--- config.mk ---
export PLATFORM = sky130hd
export DESIGN_NAME = ptw_dpath_bcast
export DESIGN_NICKNAME = d
export VERILOG_FILES = /design/src/rtl/ptw_dpath_bcast.sv
export SDC_FILE = /design/constraint.sdc
export NUM_CORES = 1
export LEC_CHECK = 0
export BUFFER_PORTS_ARGS = -buffer_cell sky130_fd_sc_hd__buf_4
export CAP_MARGIN = 30
export CELL_PAD_IN_SITES_DETAIL_PLACEMENT = 1
export CELL_PAD_IN_SITES_GLOBAL_PLACEMENT = 1
export CORE_AREA = 2 2 176 178
export CTS_CLUSTER_DIAMETER = 60
export DETAILED_ROUTE_END_ITERATION = 8
export DIE_AREA = 0 0 178 180
export GPL_TIMING_DRIVEN = 0
export PLACE_DENSITY = 0.66
export SYNTH_ARGS = -nofsm -noshare
export SYNTH_HDL_FRONTEND = slang
export SYNTH_SLANG_ARGS = --single-unit
--- constraint.sdc ---
create_clock -name clk -period 6.1 [get_ports clk]
set_input_delay 1.22 -clock clk [delete_from_list [all_inputs] [get_ports clk]]
set_output_delay 1.22 -clock clk [all_outputs]
set_load 0.01 [all_outputs]
--- src/rtl/ptw_dpath_bcast.sv ---
// PTW datapath broadcast: registers ptbr/status once and fans them out,
// and runs sfence invalidation rounds across the requestor ports.
module ptw_dpath_bcast #(
  parameter int NREQ     = 2,
  parameter int ASID_W   = 7,
  parameter int PPN_W    = 38,
  parameter int STATUS_W = 99,
  parameter bit AUTO_INV = 1'b1
) (
  input  logic                     clk,
  input  logic                     reset,
  input  logic [ASID_W-1:0]        io_dpath_ptbr_asid,
  input  logic [PPN_W-1:0]         io_dpath_ptbr_ppn,
  input  logic [STATUS_W-1:0]      io_dpath_status,
  input  logic                     io_dpath_invalidate,
  input  logic [NREQ-1:0]          io_dpath_inv_mask,
  output logic                     io_dpath_inv_busy,
  output logic [15:0]              io_dpath_inv_count,
  output logic [NREQ*ASID_W-1:0]   io_requestor_ptbr_asid,
  output logic [NREQ*PPN_W-1:0]    io_requestor_ptbr_ppn,
  output logic [NREQ*STATUS_W-1:0] io_requestor_status,
  output logic [NREQ-1:0]          io_requestor_invalidate,
  input  logic [NREQ-1:0]          io_requestor_inv_ack
);

  typedef enum logic {
    S_IDLE = 1'b0,
    S_WAIT = 1'b1
  } state_e;

  logic [ASID_W-1:0]   asid_q;
  logic [PPN_W-1:0]    ppn_q;
  logic [STATUS_W-1:0] status_q;
  logic                armed_q;
  state_e              state_q;
  logic [NREQ-1:0]     pend_q;
  logic [15:0]         cnt_q;

  logic            chg;
  logic            trig;
  logic [NREQ-1:0] newp;
  logic [NREQ-1:0] pend_w;

  // armed_q masks the compare while the ptbr registers still hold reset zeros
  assign chg  = (asid_q != io_dpath_ptbr_asid) ||
                (ppn_q != io_dpath_ptbr_ppn);
  assign trig = io_dpath_invalidate ||
                (AUTO_INV && armed_q && chg);
  assign newp = trig ? io_dpath_inv_mask : '0;

  // a fresh trigger re-sets its bits even when acked in the same cycle
  assign pend_w = (pend_q & ~io_requestor_inv_ack) | newp;

  always_ff @(posedge clk) begin
    if (!reset) begin
      asid_q   <= '0;
      ppn_q    <= '0;
      status_q <= '0;
      armed_q  <= 1'b0;
      state_q  <= S_IDLE;
      pend_q   <= '0;
      cnt_q    <= '0;
    end else begin
      asid_q   <= io_dpath_ptbr_asid;
      ppn_q    <= io_dpath_ptbr_ppn;
      status_q <= io_dpath_status;
      armed_q  <= 1'b1;
      unique case (state_q)
        S_IDLE: begin
          if (|newp) begin
            pend_q  <= newp;
            state_q <= S_WAIT;
          end
        end
        S_WAIT: begin
          pend_q <= pend_w;
          if (~|pend_w) begin
            state_q <= S_IDLE;
            if (~&cnt_q) cnt_q <= cnt_q + 16'd1;
          end
        end
        default: ;
      endcase
    end
  end

  assign io_requestor_ptbr_asid  = {NREQ{asid_q}};
  assign io_requestor_ptbr_ppn   = {NREQ{ppn_q}};
  assign io_requestor_status     = {NREQ{status_q}};
  assign io_requestor_invalidate = pend_q;
  assign io_dpath_inv_busy       = (state_q == S_WAIT);
  assign io_dpath_inv_count      = cnt_q;

endmodule

==> results.txt, run 1 <==
DRT antenna net count: 0
cts bufs inserted: 17
Hold WC Path Type: reg2reg
synthesized flop and latch total: 164
wl on met1: 9410 um
worst r2r src: ppn_q[31]$_SDFF_PN0_
Post-synth ARST share: 0%
max-slew violation count: 0
total track usage: 15.5%
htree depth: 4
Final HPWL DP: 20900 um
share of layout cells above drive strength 1: 56.5%
WS Path Type: in2reg
Slew HR: 48.6%
Post-Syn Instances: 635
Max stage delay on crit path: 0.69 ns
Routed wire per std cell: 16.5 um
family with the most delay on the worst path: simple AND/OR/NAND/NOR gates
commonest non-fill, non-tap cell in the layout: buf_4
Buf+Inv Stages, Crit Path: 2
actual slew at the worst max-slew pin: 0.764 ns
CTS max path bufs: 2
WHS: 0.495 ns
hold buffer count at cts: 0
HP Start: io_requestor_invalidate[0]$_SDFFE_PN0P_
post-synth top area share: 50.9%
Crit-path slowest cell: nor4_1
Synth area leader: dfxtp_1
CTS tree: yes
core area: 0.0302 mm2
Max Freq: 0.298 GHz
EDFF count, synth: 0
WL final: 25100 um
worst setup path start: io_dpath_ptbr_ppn[31]
Remaining Overflow, GRT: 0
max cap viols: 0
Top Metal Used: met4
Via density: 3.82
first-pass detailed-route iteration total: 4
Reg2Reg Setup Slack: 3.27 ns
clock sink count: 164
worst-case vdd ir drop: 172 uV
clock slew at reported path FFs: 0.07 ns
combinational fraction of design power: 17.0%
Residual DRC: 0
sequential fraction of the synthesis area: 50.9%
P&R area growth vs syn: 69.9%
final setup TNS: 0 ns
syn_nets: 787
num rows: 64
vias in the first global route: 6074
reg2reg end: io_dpath_inv_count[5]$_SDFFE_PN0P_
most frequent cells in the layout: buf_4, dfxtp_1, and2_1
crit start category: primary input
Die Wd: 178 um
number of fill cells: 3546
switch share: 25.1%
data required time of the worst path: 6.46 ns
ANT cells: 0
Crit path depth: 9
Worst Skew: 0.0134 ns
worst-path cell chain: buf_4 > xnor2_1 > nand4_1 > nor4_1 > and4_1 > nor2_1 > clkbuf_1 > nor3_1 > mux2i_1
Synth Area per Inst: 10.2 um2
unrepaired setup endpoints after global routing: no
largest net degree at the start of global routing: 17
first-pass GRT wire length: 36900 um
Synth warnings: 0
post-CTS setup buffers: 0
critical path capture point type: flip-flop
CP max FO: 10
NetSw: 0.682 mW
gpl congestion: 0.796
CTS root buf: clkbuf_16
DIE AREA: 0.0320 mm2
worst skew pair latency: 0.43 ns
Starting Density: 21.4%
static leakage: 5.37 nW
Routed met2 length: 13500 um
fin nets: 1263
Final Cycle Share: 55.1%
Internal Power: 2.04 mW
Top FF cell, synth: dfxtp_1
Port Buffers: 457
vias post-DR: 5809
Setup crit end: io_dpath_inv_count[5]$_SDFFE_PN0P_
run status: finished clean
synthesized cell area: 0.00645 mm2
Power Density: 248 mW/mm2
Reg power frac: 43.1%
# IOs: 458
clock power share: 39.9%
Netlist cell types: 37
Worst Reg-to-Reg Cells: 8
cts repair resizes: 0
Fin. Hold Viols: 0
min cycle time layout: 3.36 ns
initial antenna violation count: 0
Die Y: 180 um
final setup fails: 0
ranking of synthesized cells by area: dfxtp_1, buf_4, and2_1
Crit path arrival time: 3.72 ns
DR iter-0 viols: 110
met3 wire len: 1840 um
==> through the flow <==
stage / power, mW / setup slack (ns) / instances / util (%) / area (um2)
final: 2.72 / 2.74 / 1520 / 36.3 / 11000
after global routing: 2.84 / 2.49 / 1520 / 36.3 / 11000
after CTS: 2.78 / 2.61 / 1520 / 36.3 / 11000
after detailed placement: 1.67 / 2.15 / 1488 / 34.4 / 10400
after global placement: 1.66 / 2.27 / 1488 / 34.4 / 10400
after floorplan: 1.38 / 3.27 / 635 / - / 6450
==> cells in the mapped netlist (2+ instances only) <==
master       n
dfxtp_1    164
and2_1     144
buf_4      144
xnor2_1     45
nand2_1     20
clkbuf_1    19
nand4_1     11
nor2_1       9
mux2i_1      8
nand2b_1     8
nand3_1      8
a21oi_1      6
inv_1        6
nor4_1       4
o31ai_1      4
or4_1        4
and3_1       3
nor3_1       3
o211ai_1     3
a211oi_1     2
nor3b_1      2
o2bb2ai_1    2
or3_1        2
==> worst min-delay path, stage by stage, from the launching register on <==
cell and delay (ns):
dfxtp_1 0.32, nand3_1 0.07, o2bb2ai_1 0.06
==> sequential cells by signal, indices dropped and copies added (netlist names) <==
| signal | cells |
|---|---|
| status_q | 99 |
| io_dpath_inv_count | 16 |
| armed_q | 1 |
| ppn_q | 38 |
| io_requestor_invalidate | 2 |
| asid_q | 7 |
| io_dpath_inv_busy | 1 |
==> cells by family (layout without fill, tap and decap cells) <==
group,after synthesis,after routing,share of synthesized area (%)
mux,8,8,1.24
flops,164,164,50.9
simple gates,223,223,20.7
xor+xnor,45,45,6.11
fa+ha+maj,1,1,0.194
compound gates,22,22,2.42
buf+inv,172,661,18.5
==> power groups by stage <==
stage	clock network (mW)	registers, mW	logic [mW]
2_1_floorplan	0	1.21	0.173
3_3_place_gp	0	1.19	0.462
3_5_place_dp	0	1.20	0.472
4_1_cts	1.13	1.17	0.473
5_1_grt	1.16	1.18	0.501
6_report	1.09	1.17	0.463
==> how the worst min path moves through the flow <==
stage	to	slack, ns	cells after the start
final	io_requestor_invalidate[0]$_SDFFE_PN0P_	0.50	2
after global routing	io_requestor_invalidate[0]$_SDFFE_PN0P_	0.53	2
after floorplan	io_dpath_inv_count[6]$_SDFFE_PN0P_	0.50	2
after CTS	io_requestor_invalidate[0]$_SDFFE_PN0P_	0.50	2
after global placement	io_dpath_inv_count[9]$_SDFFE_PN0P_	0.48	2
after detailed placement	io_dpath_inv_count[9]$_SDFFE_PN0P_	0.49	2
==> per-layer routing <==
layer	GRT usage (%)	vias up
li1	-	2826
met1	16.7	2721
met2	29.2	244
met3	3.41	18
met4	5.31	0
met5	0	-
==> area by class of cell <==
| class | count | area (um2) | area share, % |
|---|---|---|---|
| inverter | 7 | 26.3 | 0.240 |
| sequential | 164 | 3280 | 29.9 |
| clock buffer | 21 | 460 | 4.20 |
| clock inverter | 11 | 124 | 1.13 |
| buffer | 165 | 1170 | 10.7 |
| timing repair buffer | 457 | 3430 | 31.3 |
| multi-input combinational | 299 | 1980 | 18.0 |
| tap | 396 | 495 | 4.52 |
Note: power is estimated with default switching activity, not from simulation.
==> run 2: changes to the inputs <==
==> config.mk (replaced) <==
export PLATFORM = sky130hd
export DESIGN_NAME = ptw_dpath_bcast
export DESIGN_NICKNAME = d
export VERILOG_FILES = /design/src/rtl/ptw_dpath_bcast.sv
export SDC_FILE = /design/constraint.sdc
export NUM_CORES = 1
export LEC_CHECK = 0
export ABC_AREA = 1
export BUFFER_PORTS_ARGS = -buffer_cell sky130_fd_sc_hd__buf_4
export CAP_MARGIN = 30
export CELL_PAD_IN_SITES_DETAIL_PLACEMENT = 1
export CELL_PAD_IN_SITES_GLOBAL_PLACEMENT = 1
export CORE_AREA = 2 2 179 181
export CTS_CLUSTER_DIAMETER = 60
export DETAILED_ROUTE_END_ITERATION = 8
export DIE_AREA = 0 0 181 183
export GPL_TIMING_DRIVEN = 0
export PLACE_DENSITY = 0.72
export SYNTH_ARGS = -nofsm -noshare
export SYNTH_HDL_FRONTEND = slang
export SYNTH_SLANG_ARGS = --single-unit
==> constraint.sdc (replaced) <==
create_clock -name clk -period 2.9 [get_ports clk]
set_input_delay 0.58 -clock clk [delete_from_list [all_inputs] [get_ports clk]]
set_output_delay 0.58 -clock clk [all_outputs]
set_load 0.01 [all_outputs]
==> run 2 against run 1 <==
Compared with the run above:
- clock power rose by 120%
- sequential share of layout area fell by 1.7 points
- critical path depth rose by 6
- wire length rose by 14%
- sequential cell count did not move
- critical endpoint is now io_dpath_inv_count[12]$_SDFFE_PN0P_
- largest cell class unchanged
- highest routed layer unchanged
==> results.txt, run 2 <==
run status: finished clean
Buf+Inv Stages, Crit Path: 2
syn_nets: 1094
most numerous cell in the Yosys netlist: nand2_1
ranking of synthesized cells by area: dfxtp_1, buf_4, nand2_1
share of layout cells above drive strength 1: 45.4%
HP Start: reset
Fin. Hold Viols: 0
Hold Path Sink: armed_q$_DFF_P_
fin nets: 1570
vias post-DR: 6983
vias in the first global route: 7490
Worst Skew: 0.00931 ns
Multi-input gate area: 0.00181 mm2
synthesized cell area: 0.00708 mm2
Post-synth ARST share: 0%
Synth warnings: 0
Max Freq: 0.438 GHz
cts bufs inserted: 17
Remaining Overflow, GRT: 0
number of fill cells: 3966
Via density: 3.81
cts repair resizes: 0
Post-Synth Adder-Cell Area: 0.177%
initial antenna violation count: 0
Routed wire per std cell: 15.6 um
Hold WC Path Type: in2reg
post-synthesis compound-gate area fraction: 0.690%
max cap viols: 0
crit start category: flip-flop
Top FF cell, synth: dfxtp_1
WS Path Type: reg2reg
WL final: 28600 um
min cycle time layout: 2.28 ns
gpl congestion: 0.785
family with the most delay on the worst path: simple AND/OR/NAND/NOR gates
largest net degree at the start of global routing: 17
critical path capture point type: flip-flop
htree depth: 4
total track usage: 17.0%
static leakage: 7.03 nW
Die Y: 183 um
actual slew at the worst max-slew pin: 0.776 ns
max-slew violation count: 0
worst skew pair latency: 0.43 ns
Post-Synth XOR/XNOR Area: 3.59%
largest family of logic cells by synthesized area: buffers and inverters
clock sink count: 164
Power Density: 513 mW/mm2
# IOs: 458
Post-Syn Instances: 942
Final HPWL DP: 23800 um
CTS tree: yes
core area: 0.0312 mm2
worst setup path start: ppn_q[30]$_SDFF_PN0_
synthesized flop and latch total: 164
Starting Density: 22.7%
post-CTS setup buffers: 0
CP max FO: 10
Synth Area per Inst: 7.51 um2
Crit-path slowest cell: dfxtp_1
reg2reg end: io_dpath_inv_count[12]$_SDFFE_PN0P_
num rows: 65
Final Cycle Share: 78.8%
mux contribution to synthesized area: 0%
Synth top cells by count: nand2_1, inv_1, dfxtp_1
Reg2Reg Setup Slack: 0.62 ns
EDFF count, synth: 0
CTS root buf: clkbuf_16
final setup fails: 0
most frequent cells in the layout: buf_4, nand2_1, inv_1
worst r2r src: ppn_q[30]$_SDFF_PN0_
Port Buffers: 457
DRT antenna net count: 0
CTS max path bufs: 2
Netlist cell types: 29
ANT cells: 0
Simple-Gate Fraction of Synth Area: 21.2%
first-pass GRT wire length: 42800 um
Largest register FFs: 99
data required time of the worst path: 3.22 ns
sequential fraction of the synthesis area: 46.4%
DR iter-0 viols: 179
Worst Reg-to-Reg Cells: 15
final setup TNS: 0 ns
Max stage delay on crit path: 0.49 ns
hold buffer count at cts: 0
DIE AREA: 0.0331 mm2
P&R area growth vs syn: 64.2%
commonest non-fill, non-tap cell in the layout: buf_4
register area: 0.00328 mm2
first-pass detailed-route iteration total: 5
unrepaired setup endpoints after global routing: no
Util after Layout: 37.2%
Residual DRC: 0
largest reg by FF count: status_q
post-synth top area share: 46.4%
Die Wd: 181 um
clock slew at reported path FFs: 0.07 ns
Crit path arrival time: 2.61 ns
worst-path cell chain: xnor2_1 > nand2_1 > nor2_1 > nand2_1 > nor2_1 > nand3_1 > nand2_2 > nand2_4 > nand2_4 > inv_4 > nor2_8 > buf_6 > nand4_1 > nand2_1 > nor2_1
Slew HR: 48.2%
Synth area leader: dfxtp_1
worst-case vdd ir drop: 279 uV
hold path cells: 1
[run 2: cell types whose count changed after synthesis, sizes merged, moves of 22 or more]
cell and change:
nand2 +236, inv +206, and2 -144, nor2 +60, xnor2 -22
[run 2: power by group]
| group | switching [mW] | internal [mW] |
|---|---|---|
| combinational | 0.488 | 0.607 |
| sequential | 0.101 | 2.37 |
| clock | 1.07 | 1.32 |
| total | 1.66 | 4.30 |
[run 2: cells by family (layout without fill, tap and decap cells)]
| family | count (synthesis) | count (layout) |
|---|---|---|
| buffers and inverters | 379 | 868 |
| XOR/XNOR | 29 | 29 |
| AND/OR/NAND/NOR | 362 | 362 |
| AO/OA/AOI/OAI | 7 | 7 |
| adder cells (fa/ha/maj) | 1 | 1 |
| flip-flops | 164 | 164 |
[run 2: through the flow]
stage	setup slack, ns	std cells	total power [mW]	hold slack [ns]	area, um2
after floorplan	1.00	942	2.98	0.515	7080
final	0.616	1833	5.95	0.260	11600
after global placement	0.296	1801	3.61	0.495	11000
after CTS	0.475	1833	6.07	0.235	11600
after global routing	0.302	1833	6.24	0.233	11600
after detailed placement	0.281	1801	3.64	0.512	11000
[run 2: worst max-delay path by stage]
stage | to | slack [ns] | cells after the start
6_report | io_dpath_inv_count[12]$_SDFFE_PN0P_ | 0.62 | 15
5_1_grt | io_dpath_inv_count[12]$_SDFFE_PN0P_ | 0.30 | 15
4_1_cts | io_dpath_inv_count[12]$_SDFFE_PN0P_ | 0.47 | 15
3_5_place_dp | io_dpath_inv_count[8]$_SDFFE_PN0P_ | 0.28 | 16
3_3_place_gp | io_dpath_inv_count[12]$_SDFFE_PN0P_ | 0.30 | 16
2_1_floorplan | io_dpath_inv_count[10]$_SDFFE_PN0P_ | 1.00 | 15
[run 2: per-layer routing]
metal  global-route usage (%)  vias up  wire length [um]
met4                     5.46        0               596
li1                         -     3494                 -
met3                     6.49       29              2430
met5                        0        -                 0
met2                     31.4      256             14600
met1                     17.9     3204             10900
[run 2: layout make-up]
type                            count  area share (%)
Multi-Input combinational cell    399            15.6
Tap cell                          402            4.33
Sequential cell                   164            28.3
Clock inverter                     14            1.43
Buffer                            166            10.1
Clock buffer                       18            3.78
Inverter                          213            6.91
Timing Repair Buffer              457            29.5
[run 2: worst register-to-register path, stage by stage, from the launching register on]
cell     delay [ns]
dfxtp_1        0.49
xnor2_1        0.17
nand2_1        0.07
nor2_1         0.16
nand2_1        0.12
nor2_1         0.13
nand3_1        0.13
nand2_2        0.10
nand2_4        0.07
nand2_4        0.13
inv_4          0.06
nor2_8         0.15
buf_6          0.16
nand4_1        0.08
nand2_1        0.09
nor2_1         0.05
==> run 3: changes to the inputs <==
==> constraint.sdc (replaced) <==
create_clock -name clk -period 2 [get_ports clk]
set_input_delay 0.4 -clock clk [delete_from_list [all_inputs] [get_ports clk]]
set_output_delay 0.4 -clock clk [all_outputs]
set_load 0.01 [all_outputs]
==> run 3 against run 2 <==
Compared with the run above:
- the flow now finishes with violations (negative setup slack)
- setup slack lost 0.71 ns
- combinational power is 53% higher
- wire length increased by 1.6%
- die area unchanged
- critical path depth is 2 lower
- clock skew up 0.0022 ns
- core utilization grew 1.2 points
- largest cell class unchanged
- largest power group unchanged
==> results.txt, run 3 (synthesis results as in run 2) <==
CTS tree: yes
Multi-input gate area: 0.00196 mm2
static leakage: 7.18 nW
final setup fails: 13
DR iter-0 viols: 186
core area: 0.0312 mm2
run status: finished, violations left
share of layout cells above drive strength 1: 51.5%
Remaining Overflow, GRT: 0
first-pass GRT wire length: 43000 um
Die Y: 183 um
hold buffer count at cts: 0
largest reg by FF count: status_q
non-filler cells, final: 1852
max-slew violation count: 0
Post-DP Area: 0.0110 mm2
WS Path Type: reg2reg
Reg power frac: 41.0%
Slew HR: 45.7%
Residual DRC: 0
Crit path arrival time: 2.47 ns
CTS max path bufs: 2
initial antenna violation count: 0
CP max FO: 7
min cycle time layout: 2.09 ns
Buf+Inv Stages, Crit Path: 0
Die Wd: 181 um
clock sink count: 164
DRT antenna net count: 0
P&R area growth vs syn: 69.6%
NetSw: 2.44 mW
gpl congestion: 0.785
Fin. Hold Viols: 0
vias post-DR: 7093
number of fill cells: 3941
switch share: 27.9%
worst-path cell chain: xnor2_1 > nand2_1 > nor2_1 > nand2_1 > nor2_2 > nand3_2 > nand2_2 > nand2_4 > a21oi_4 > nand3_4 > nor2_4 > nor2_1 > nor2_1
failing checks: negative setup slack
clock power share: 39.7%
clock slew at reported path FFs: 0.07 ns
CTS root buf: clkbuf_16
num rows: 65
largest net degree at the start of global routing: 17
Internal Power: 6.28 mW
worst-case vdd ir drop: 405 uV
htree depth: 4
final setup TNS: -0.514 ns
Worst Reg-to-Reg Cells: 13
Port Buffers: 457
Max Freq: 0.478 GHz
Routed met2 length: 15100 um
hold path cells: 1
Max stage delay on crit path: 0.34 ns
Final HPWL DP: 23800 um
worst skew pair latency: 0.43 ns
register area: 0.00335 mm2
unrepaired setup endpoints after global routing: yes
wl on met1: 10900 um
DIE AREA: 0.0331 mm2
Placed Cells: 1801
Hold WC Path Type: in2reg
commonest non-fill, non-tap cell in the layout: buf_4
max cap viols: 0
combinational fraction of design power: 19.2%
Crit path depth: 13
Largest register FFs: 99
total track usage: 17.1%
actual slew at the worst max-slew pin: 0.814 ns
Routed wire per std cell: 15.7 um
data required time of the worst path: 2.37 ns
ANT cells: 0
family with the most delay on the worst path: simple AND/OR/NAND/NOR gates
Starting Density: 22.7%
# IOs: 458
most frequent cells in the layout: buf_4, nand2_1, inv_1
WL final: 29000 um
Final Cycle Share: 105%
critical path capture point type: flip-flop
Finished Cell Area: 0.0120 mm2
fin nets: 1589
Top Metal Used: met4
cts bufs inserted: 17
Via density: 3.83
Final WS setup: -0.0932 ns
vias in the first global route: 7568
Crit-path slowest cell: dfxtp_2
first-pass detailed-route iteration total: 4
Worst Skew: 0.0115 ns
crit start category: flip-flop
cell repeated most along the worst path: nor2_1
Power Density: 727 mW/mm2
WHS: 0.0817 ns
met3 wire len: 2410 um
[run 3: cell type report]
| class | instances | share of cell area, % |
|---|---|---|
| multi-input cells | 399 | 16.3 |
| inverters | 213 | 6.68 |
| repair buffers | 476 | 29.9 |
| flip-flops and latches | 164 | 28.0 |
| plain buffers | 166 | 9.83 |
| clock buffers | 18 | 3.66 |
| clock inverters | 14 | 1.39 |
| well taps | 402 | 4.19 |
[run 3: routing by layer]
metal | global-route usage, % | up-vias
met4 | 5.50 | 0
met5 | 0 | -
li1 | - | 3535
met2 | 31.7 | 255
met3 | 6.53 | 27
met1 | 17.9 | 3276
[run 3: stage by stage]
step / worst slack [ns] / util (%) / power (mW)
floorplan: 0.269 / - / 4.32
global placement: -0.424 / 35.3 / 5.23
detailed placement: -0.439 / 35.3 / 5.27
CTS: -0.0627 / 37.7 / 8.84
global route: -0.251 / 38.4 / 9.13
finish: -0.0932 / 38.4 / 8.72
[run 3: path summary, 6_finish.rpt]
check                                                   startpoint                                 end  slack (ns)
worst max-delay path                          ppn_q[16]$_SDFF_PN0_  io_dpath_inv_count[2]$_SDFFE_PN0P_       -0.09
worst min-delay path                                         reset                     armed_q$_DFF_P_        0.08
worst max register to register                ppn_q[16]$_SDFF_PN0_  io_dpath_inv_count[2]$_SDFFE_PN0P_       -0.09
worst min register to register  io_dpath_inv_count[1]$_SDFFE_PN0P_  io_dpath_inv_count[1]$_SDFFE_PN0P_        0.52
[run 3: power by group through the flow]
| stage | logic (mW) | registers [mW] | clock network [mW] |
|---|---|---|---|
| 5_1_grt | 1.82 | 3.60 | 3.70 |
| 3_3_place_gp | 1.58 | 3.66 | 0 |
| 6_report | 1.67 | 3.58 | 3.47 |
| 3_5_place_dp | 1.61 | 3.66 | 0 |
| 2_1_floorplan | 0.627 | 3.69 | 0 |
| 4_1_cts | 1.66 | 3.59 | 3.59 |
[run 3: what timing repair did]
item | 4_1_cts | 5_1_grt
cloned | 1 | 0
setup endpoints to repair | 19 | 18
gates resized for setup | 43 | 57
pin swaps | 16 | 35
buffers inserted | 6 | 12
[run 3: worst register-to-register path: stages, from the launching register on]
cell and delay (ns):
dfxtp_2 0.34, xnor2_1 0.20, nand2_1 0.08, nor2_1 0.13
nand2_1 0.08, nor2_2 0.09, nand3_2 0.10, nand2_2 0.10
nand2_4 0.11, a21oi_4 0.28, nand3_4 0.20, nor2_4 0.20
nor2_1 0.06, nor2_1 0.08
